### config.mk
export PLATFORM = sky130hd
export DESIGN_NAME = tlp_dispatch_flat
export DESIGN_NICKNAME = d
export VERILOG_FILES = /design/src/rtl/tlp_pkg.sv /design/src/rtl/tlp_dispatch_if.sv /design/src/rtl/tlp_chan_fifo.sv /design/src/rtl/tlp_dispatch.sv /design/src/flat_wrapper.sv
export SDC_FILE = /design/constraint.sdc
export NUM_CORES = 1
export LEC_CHECK = 0
export ABC_AREA = 1
export BUFFER_PORTS_ARGS = -buffer_cell sky130_fd_sc_hd__buf_2
export CORE_MARGIN = 5
export CORE_UTILIZATION = 40
export CTS_BUF_LIST = sky130_fd_sc_hd__clkbuf_16
export CTS_CLUSTER_DIAMETER = 100
export CTS_CLUSTER_SIZE = 16
export DETAILED_ROUTE_END_ITERATION = 8
export SYNTH_ARGS = -nofsm -noshare
export SYNTH_HDL_FRONTEND = slang
export SYNTH_SLANG_ARGS = --single-unit
export TNS_END_PERCENT = 100
### constraint.sdc
create_clock -name clk -period 9.5 [get_ports clk]
set_clock_uncertainty 0.05 [all_clocks]
set_input_delay 1.9 -clock clk [delete_from_list [all_inputs] [get_ports clk]]
set_output_delay 1.9 -clock clk [all_outputs]
set_load 0.01 [all_outputs]
### src/rtl/tlp_pkg.sv
// Shared types and constants for the TLP egress dispatcher.
package tlp_pkg;

  localparam int unsigned NUM_CH = 4;
  localparam int unsigned ID_W   = 2;

  typedef enum logic {
    IDLE   = 1'b0,
    IN_PKT = 1'b1
  } state_t;

endpackage

### src/rtl/tlp_dispatch_if.sv
// Link-side input stream and the four per-channel egress streams of the dispatcher.
interface tlp_dispatch_if
  import tlp_pkg::*;
#(
  parameter int unsigned DATA_W = 32
);

  logic                     in_valid;
  logic [DATA_W-1:0]        in_data;
  logic [ID_W-1:0]          in_id;
  logic                     in_last;
  logic                     in_ready;
  logic [NUM_CH-1:0]        out_valid;
  logic [NUM_CH*DATA_W-1:0] out_data;
  logic [NUM_CH-1:0]        out_last;
  logic [NUM_CH-1:0]        out_ready;
  logic [NUM_CH-1:0]        pkt_done;
  logic                     err_switch;

  modport master (
    output in_valid, in_data, in_id, in_last, out_ready,
    input  in_ready, out_valid, out_data, out_last, pkt_done, err_switch
  );

  modport slave (
    input  in_valid, in_data, in_id, in_last, out_ready,
    output in_ready, out_valid, out_data, out_last, pkt_done, err_switch
  );

endinterface

### src/rtl/tlp_chan_fifo.sv
// Per-channel first-word-fall-through FIFO; MSB of each entry is the end-of-TLP flag.
module tlp_chan_fifo #(
  parameter int unsigned W     = 33,
  parameter int unsigned DEPTH = 8
) (
  input  logic         clk,
  input  logic         rst_n,
  input  logic         push,
  input  logic [W-1:0] wdata,
  output logic         full,
  input  logic         pop_ready,
  output logic         rvalid,
  output logic [W-1:0] rdata,
  output logic         done
);

  localparam int unsigned PTR_W = $clog2(DEPTH);
  localparam int unsigned CNT_W = $clog2(DEPTH + 1);

  logic [W-1:0]     mem [DEPTH];
  logic [PTR_W-1:0] wr_ptr;
  logic [PTR_W-1:0] rd_ptr;
  logic [CNT_W-1:0] count;
  logic             wr_en;
  logic             rd_en;

  // Push is refused while full even if a pop happens in the same cycle.
  assign full   = (count == CNT_W'(DEPTH));
  assign rvalid = (count != '0);
  assign wr_en  = push & ~full;
  assign rd_en  = rvalid & pop_ready;
  assign rdata  = mem[rd_ptr];

  always_ff @(posedge clk) begin
    if (wr_en) mem[wr_ptr] <= wdata;
  end

  always_ff @(posedge clk or negedge rst_n) begin
    if (!rst_n) begin
      wr_ptr <= '0;
      rd_ptr <= '0;
      count  <= '0;
      done   <= 1'b0;
    end else begin
      done <= rd_en & rdata[W-1];
      if (wr_en) wr_ptr <= wr_ptr + PTR_W'(1);
      if (rd_en) rd_ptr <= rd_ptr + PTR_W'(1);
      case ({wr_en, rd_en})
        2'b10:   count <= count + CNT_W'(1);
        2'b01:   count <= count - CNT_W'(1);
        default: count <= count;
      endcase
    end
  end

endmodule

### src/rtl/tlp_dispatch.sv
// Routes whole TLPs from one tagged word stream into four per-channel egress FIFOs.
module tlp_dispatch
  import tlp_pkg::*;
#(
  parameter int unsigned DATA_W = 32,
  parameter int unsigned DEPTH  = 8
) (
  input logic          clk,
  input logic          rst,
  tlp_dispatch_if.slave bus
);

  state_t            state;
  logic [ID_W-1:0]   cur_id;
  logic [ID_W-1:0]   target;
  logic              accept;
  logic              err_q;
  logic [NUM_CH-1:0] full;
  logic [NUM_CH-1:0] push;
  logic [NUM_CH-1:0] vld;
  logic [NUM_CH-1:0] done;
  logic [DATA_W:0]   rdata [NUM_CH];

  // A TLP's first word picks the channel; later words follow it regardless of in_id.
  assign target       = (state == IN_PKT) ? cur_id : bus.in_id;
  assign bus.in_ready = ~full[target];
  assign accept       = bus.in_valid & ~full[target];

  always_ff @(posedge clk or negedge rst) begin
    if (!rst) begin
      state  <= IDLE;
      cur_id <= '0;
      err_q  <= 1'b0;
    end else begin
      if ((state == IN_PKT) && bus.in_valid && (bus.in_id != cur_id)) err_q <= 1'b1;
      if (accept) begin
        case (state)
          IDLE: begin
            if (!bus.in_last) begin
              state  <= IN_PKT;
              cur_id <= bus.in_id;
            end
          end
          IN_PKT: begin
            if (bus.in_last) state <= IDLE;
          end
          default: state <= IDLE;
        endcase
      end
    end
  end

  for (genvar c = 0; c < NUM_CH; c++) begin : g_ch
    assign push[c] = accept && (target == ID_W'(c));

    tlp_chan_fifo #(
      .W     (DATA_W + 1),
      .DEPTH (DEPTH)
    ) u_fifo (
      .clk       (clk),
      .rst_n     (rst),
      .push      (push[c]),
      .wdata     ({bus.in_last, bus.in_data}),
      .full      (full[c]),
      .pop_ready (bus.out_ready[c]),
      .rvalid    (vld[c]),
      .rdata     (rdata[c]),
      .done      (done[c])
    );

    assign bus.out_data[c*DATA_W +: DATA_W] = rdata[c][DATA_W-1:0];
    assign bus.out_last[c]                  = rdata[c][DATA_W];
  end

  assign bus.out_valid  = vld;
  assign bus.pkt_done   = done;
  assign bus.err_switch = err_q;

endmodule

### src/flat_wrapper.sv
// flat-port wrapper written by rule: the top's interface ports become plain ports
module tlp_dispatch_flat import tlp_pkg::*;
#(
  parameter int unsigned DATA_W = 32,
  parameter int unsigned DEPTH  = 8
)
  (clk, rst, bus_in_valid, bus_in_data, bus_in_id, bus_in_last, bus_out_ready, bus_in_ready, bus_out_valid, bus_out_data, bus_out_last, bus_pkt_done, bus_err_switch);
  tlp_dispatch_if #(.DATA_W(DATA_W)) bus_i ();
  input logic clk;
  input logic rst;
  input wire logic [$bits(bus_i.in_valid)-1:0] bus_in_valid;
  input wire logic [$bits(bus_i.in_data)-1:0] bus_in_data;
  input wire logic [$bits(bus_i.in_id)-1:0] bus_in_id;
  input wire logic [$bits(bus_i.in_last)-1:0] bus_in_last;
  input wire logic [$bits(bus_i.out_ready)-1:0] bus_out_ready;
  output wire logic [$bits(bus_i.in_ready)-1:0] bus_in_ready;
  output wire logic [$bits(bus_i.out_valid)-1:0] bus_out_valid;
  output wire logic [$bits(bus_i.out_data)-1:0] bus_out_data;
  output wire logic [$bits(bus_i.out_last)-1:0] bus_out_last;
  output wire logic [$bits(bus_i.pkt_done)-1:0] bus_pkt_done;
  output wire logic [$bits(bus_i.err_switch)-1:0] bus_err_switch;
  assign bus_i.in_valid = bus_in_valid;
  assign bus_i.in_data = bus_in_data;
  assign bus_i.in_id = bus_in_id;
  assign bus_i.in_last = bus_in_last;
  assign bus_i.out_ready = bus_out_ready;
  assign bus_in_ready = bus_i.in_ready;
  assign bus_out_valid = bus_i.out_valid;
  assign bus_out_data = bus_i.out_data;
  assign bus_out_last = bus_i.out_last;
  assign bus_pkt_done = bus_i.pkt_done;
  assign bus_err_switch = bus_i.err_switch;
  tlp_dispatch #(.DATA_W(DATA_W), .DEPTH(DEPTH)) u_core (.clk(clk), .rst(rst), .bus(bus_i));
endmodule
After elaboration in Yosys (flattened, before gate mapping)
Memory sizes are Yosys's and may differ from the RTL's.
Index checks and enable logic that the tools add are counted.
Word-level totals
  register bits: 48
  bits in latches: 0
  bits in writable memories: 1056
  memory bits (read-only): 0
  bits of input ports: 42
  output and inout bits: 142
  word-level logic and storage cells: 108
  memories: 4
Memories
  u_core.g_ch[0].u_fifo.mem: words 8, width 33, read ports 1, clocked after Yosys merged registers in 0, wr ports 1, RTL line tlp_chan_fifo.sv:20  | logic [W-1:0] mem [DEPTH];
  u_core.g_ch[1].u_fifo.mem: words 8, width 33, read ports 1, clocked after Yosys merged registers in 0, wr ports 1, RTL line tlp_chan_fifo.sv:20
  u_core.g_ch[2].u_fifo.mem: words 8, width 33, read ports 1, clocked after Yosys merged registers in 0, wr ports 1, RTL line tlp_chan_fifo.sv:20
  u_core.g_ch[3].u_fifo.mem: words 8, width 33, read ports 1, clocked after Yosys merged registers in 0, wr ports 1, RTL line tlp_chan_fifo.sv:20
Cells by class
  add/subtract/negate cells: 16
  multipliers: 0
  divide/modulo/power cells: 0
  order comparisons: 1
  eq/ne operators: 16
  shift-type cells: 0
  muxes and demuxes: 16
  bitwise operators: 20
  reductions and logical operators: 16
Operators by type and width (number)
  one-hot mux 4 bit (2 select lines): 4
  adder 3 x 1 -> 3 bit (second input constant): 8
  adder 4 x 1 -> 4 bit (second input constant): 4
  == test 4 bit (second input constant): 4
  nonzero test 4 bit: 4
  subtractor 4 x 1 -> 4 bit (second input constant): 4
  AND 1 bit: 13
  == test 2 bit (second input constant): 6
  == test 2 x 1 -> 1 bit (second input constant): 5
  two-way mux 1 bit: 10
  nonzero test 2 bit: 4
  inverter 1 bit: 7
  logical AND 1 bit: 6
  less-than comparator 2 x 3 -> 1 bit (second input constant): 1
  AND reduction 3 bit: 1
  binary-select mux 1 bit (select 2 bit): 1
  zero test 2 bit: 1
  two-way mux 2 bit: 1
  != test 2 bit: 1

Longest topological paths before layout
  depth in word-level cells: 9
  mapped depth: 17

By module
A second synthesis with hierarchy kept.
Unflattened totals
  cells, all modules: 3379
  area, all modules: 43696.9 µm²
By module, submodules not included
  tlp_chan_fifo: times used 4, cells each 832, area an instance 10832.9 µm², seq. area each 8202.9 µm²
  tlp_dispatch: times used 1, cells each 51, area an instance 365.4 µm², seq. area each 100.1 µm²

Least setup slack after synthesis
Ideal clock, no wire load.
  path kind: input to register
  start: input port bus_in_id[0]
  end: memory u_core.g_ch[0].u_fifo.mem[4][0] (enable)
  arrival: 4.810 ns
  data required time: 8.985 ns
  path slack: 4.175 ns
  stages on the path: 8
  cells stage by stage: inv_1 nand2_2 nand2_4 nor2_1 nor2_2 nand4_2 buf_6 nor3_1
On the way
  word-level cells in the longest chain between the ends: 9
  elaborated cells on any way between the ends: 10
  classes of those cells: mux (5); bitwise (3); reduce/logical (2)
RTL lines
  start: declaration: RTL line flat_wrapper.sv:13  | input wire logic [$bits(bus_i.in_id)-1:0] bus_in_id;
  two-way mux 2 bit (*): RTL line tlp_dispatch.sv:25  | assign target = (state == IN_PKT) ? cur_id : bus.in_id;
  binary-select mux 1 bit (select 2 bit): RTL line tlp_dispatch.sv:27  | assign accept = bus.in_valid & ~full[target];
  two-way mux 1 bit (not written as such): RTL line tlp_dispatch.sv:27
  inverter 1 bit: RTL line tlp_dispatch.sv:27
  AND 1 bit: RTL line tlp_dispatch.sv:27
  logical AND 1 bit (*): RTL line tlp_dispatch.sv:54  | assign push[c] = accept && (target == ID_W'(c));
  AND 1 bit (*): RTL line tlp_chan_fifo.sv:30  | assign wr_en = push & ~full;
  two-way mux 1 bit (*): RTL line tlp_chan_fifo.sv:35  | if (wr_en) mem[wr_ptr] <= wdata;
  two-way mux 1 bit (not written as such) (*): RTL line tlp_chan_fifo.sv:35
  end: declaration: RTL line tlp_chan_fifo.sv:20
Every way passes the cells marked *; elsewhere a longest branch is shown, timed or not. The select of a mux whose other input is x is not followed.

Worst setup path in the final report
  start: register u_core.g_ch[0].u_fifo.rd_ptr[0]
  end: output port bus_out_data[3]
On the way
  word-level cells in the longest chain between the ends: 1
RTL lines
  start: declaration: RTL line tlp_chan_fifo.sv:22  | logic [PTR_W-1:0] rd_ptr;
  start signal: assignment: RTL line tlp_chan_fifo.sv:47  | if (rd_en) rd_ptr <= rd_ptr + PTR_W'(1);
  memory read (8 x 33 bit)
  end: declaration: RTL line flat_wrapper.sv:18  | output wire logic [$bits(bus_i.out_data)-1:0] bus_out_data;
Every way passes these cells.

==> impl_results.md <==
- DP Worst Slack: around 4.4 ns
- First-pass GRT wire length: between 150000 and 200000 um
- Top-count cell post-synth: edfxtp_1
- First drt pass iteration count: 5
- Area growth, synth to finish: 10.8%
- Post-layout util: 0.444
- Total Routing Usage GR: 0.190
- Detailed-route wire length per cell: between 20 and 25 um
- Clock Power Share: 0.226
- Post-CTS Hold Buffers: 0
- IO Count: approximately 180
- Detailed placer's ending HPWL: 57500 um
- Setup CP Type: reg2out
- Area of the core: 108000 um2
- Mapped cell area: about 43000 um2
- Number of gates resized after cts: 0
- Power Density: a little under 300 nW/um2
- Switching share of power: 0.380
- Critical Path Source Type: register
- I/O Buffers: 183
- Slew Viols, Final: 0
- Fin crit share: 0.605
- Area contributors post-synth: edfxtp_1, o21ai_0, nor2_1
- Run status: completed
- Vias per cell: between 5 and 6
- Worst-path maximum fanout: just under 70
- Final setup viols: 0
- Htree depth: 3
- Synth Instances: approximately 3400
- Seq/Total Area, Yosys: 0.757
- Synth warn: 0
- Largest net degree at the start of global routing: just over 100
- Grt total ovfl: 0
- Initial Util: 0.401
- Cts bufs inserted: 78
- RSZ-0062 raised after global routing: false
- Vias: ~27000
- Final hold violation count: 0
- Synthesized netlist net count: around 3400
- Post-CTS setup buffer count: 0
- CP arrival: 3.79 ns
- Final setup TNS: 0 ns
- Worst Max-Slew Pin Slew: between 1 and 1.5 ns
- Top achievable clock speed: between 150 and 200 MHz
- Synth unique cells: 30
- CP endpoint kind: output port
- Iteration-0 DRC Markers: ~2600
- Overall routed net length: 113000 um
- NetSw: about 5.3 mW
- Worst-case clock buffer depth: 3
- Antenna viol nets, final: 0
- Vias in the first global route: around 26000
- Die X: between 300 and 400 um
- Post-route DRC: 0
- Std cell rows: about 120
- Sink Count: about 1100
- Relative slew slack: 0.275
- Max Cap Violations: 0
- Die height: approximately 340 um
- Commonest cells in the netlist: edfxtp_1, o21ai_0, nor2_1
- Worst-path clk slew: about 0.07 ns
- Clk_lat worst skew: around 0.65 ns
- Internal: around 8.7 mW
- Final min period: roughly 5.7 ns
- DP Cell Count: around 4800
- Die ar.: 115000 um2
- Number of synthesized flops with an enable pin: 1056
- CP required: about 7.6 ns
- Asr flop ratio synth: 0.0435
- Nets: 3541
- Synthesized area per cell: 12.9 um2
- Yosys top cell by area: edfxtp_1
- Worst setup margin: 3.76 ns
- Sequential power share: 0.422
- Clock root cell: clkbuf_16
- Layout Cells excl Fill: 4965
- Worst hold path class: reg2reg
- CTS tree: built
- Synth Flop Type: edfxtp_1
- Comb pwr share: 0.352
- Initial antenna violation count: 10
- Gpl congestion: between 0.7 and 0.8
- Post-synthesis register bit count: 1104
- Yosys top cell area share: 0.729
- Layout cell share with drive strength beyond 1: 0.110
- Leakage power: 16.5 nW
- Max VDD drop: ~0.22 mV
==> state kept, by name, indices dropped and copies added (netlist names) <==
| name | flops |
|---|---|
| u_core.g_ch.u_fifo.mem | 1056 |
| u_core.g_ch.u_fifo.count | 16 |
| u_core.g_ch.u_fifo.rd_ptr | 12 |
| u_core.g_ch.u_fifo.wr_ptr | 12 |
| u_core.g_ch.u_fifo.done | 4 |
| u_core.cur_id | 2 |
| u_core.bus.err_switch | 1 |
| u_core.state | 1 |
==> path summary, 6_finish.rpt <==
path	from	endpoint	slack (ns)	cells past startpoint
hold / removal	u_core.g_ch[2].u_fifo.count[3]	u_core.g_ch[2].u_fifo.count[3]	0.45	2
max in group asynchronous	rst	u_core.g_ch[0].u_fifo.rd_ptr[0]	7.27	2
setup / recovery	u_core.g_ch[0].u_fifo.rd_ptr[0]	bus_out_data[3]	3.76	7
min in group asynchronous	rst	u_core.g_ch[1].u_fifo.rd_ptr[0]	1.37	2
setup reg to reg	u_core.state	u_core.g_ch[3].u_fifo.mem[4][27]	6.27	9
hold reg to reg	u_core.g_ch[2].u_fifo.count[3]	u_core.g_ch[2].u_fifo.count[3]	0.45	2
==> layout by cell type (no fill, tap or decap), types with 3 or more instances in the layout <==
master,n
o21ai_0,545
nor2_1,544
xor2_1,14
dfrtp_2,4
clkbuf_16,82
clkinv_2,4
nor2_4,17
clkinv_1,5
dfrtp_1,40
nand2_1,494
nor3_2,16
nand2_4,3
nand3_1,32
buf_4,57
diode_2,6
nand2_2,6
o22ai_1,264
nand4_1,14
a21oi_1,9
ha_1,20
xnor2_1,14
edfxtp_1,1056
inv_1,104
buf_2,183
dfrtp_4,4
==> layer usage <==
layer / wire [um] / global-route usage
met1: 50700 / 0.268
met2: 52900 / 0.310
met3: 6260 / 0.0299
met4: 2780 / 0.0512
met5: 13 / 0
==> critical path, stage by stage (launching register included) <==
cell	delay [ns]
dfrtp_4	0.85
clkinv_2	0.85
buf_4	0.60
o21ai_0	0.27
o22ai_1	0.09
nand2_1	0.07
nand2_1	0.16
buf_2	0.18
==> cell type report <==
cell class | count | area, um2
Timing Repair Buffer | 240 | 1340
Sequential cell | 1104 | 32900
Antenna cell | 6 | 15.0
Clock inverter | 64 | 263
Fill cell | 9807 | 60300
Inverter | 55 | 214
Multi-Input combinational cell | 2000 | 9560
Tap cell | 1414 | 1770
Clock buffer | 82 | 2050
==> power by group through the flow <==
stage	clock [mW]	sequential [mW]	combinational (mW)
2_1_floorplan	0	5.87	3.31
3_3_place_gp	0	6.04	4.97
3_5_place_dp	0	6.05	5.01
4_1_cts	3.25	5.94	5.02
5_1_grt	3.45	5.98	5.54
6_report	3.17	5.94	4.95
==> cell families (layout without fill, tap and decap cells) <==
logic type      count (synthesis)  count (layout)  share of synthesized area
compound gates                820             820                      0.102
simple gates                 1132            1132                      0.103
xor+xnor                       28              28                    0.00564
fa+ha+maj                      20              20                    0.00576
other cells                     0               6                          0
flops                        1104            1104                      0.757
buf+inv                       268             441                     0.0266
==> through the flow <==
stage / power (mW) / hold slack (ns) / instance area [um2]
3_5_place_dp: 11.1 / 0.434 / 45800
2_1_floorplan: 9.18 / 0.413 / 43500
3_3_place_gp: 11.0 / 0.432 / 45800
6_report: 14.1 / 0.447 / 48100
4_1_cts: 14.2 / 0.452 / 48100
5_1_grt: 15.0 / 0.486 / 48100
Power figures use the tool's default switching activity.
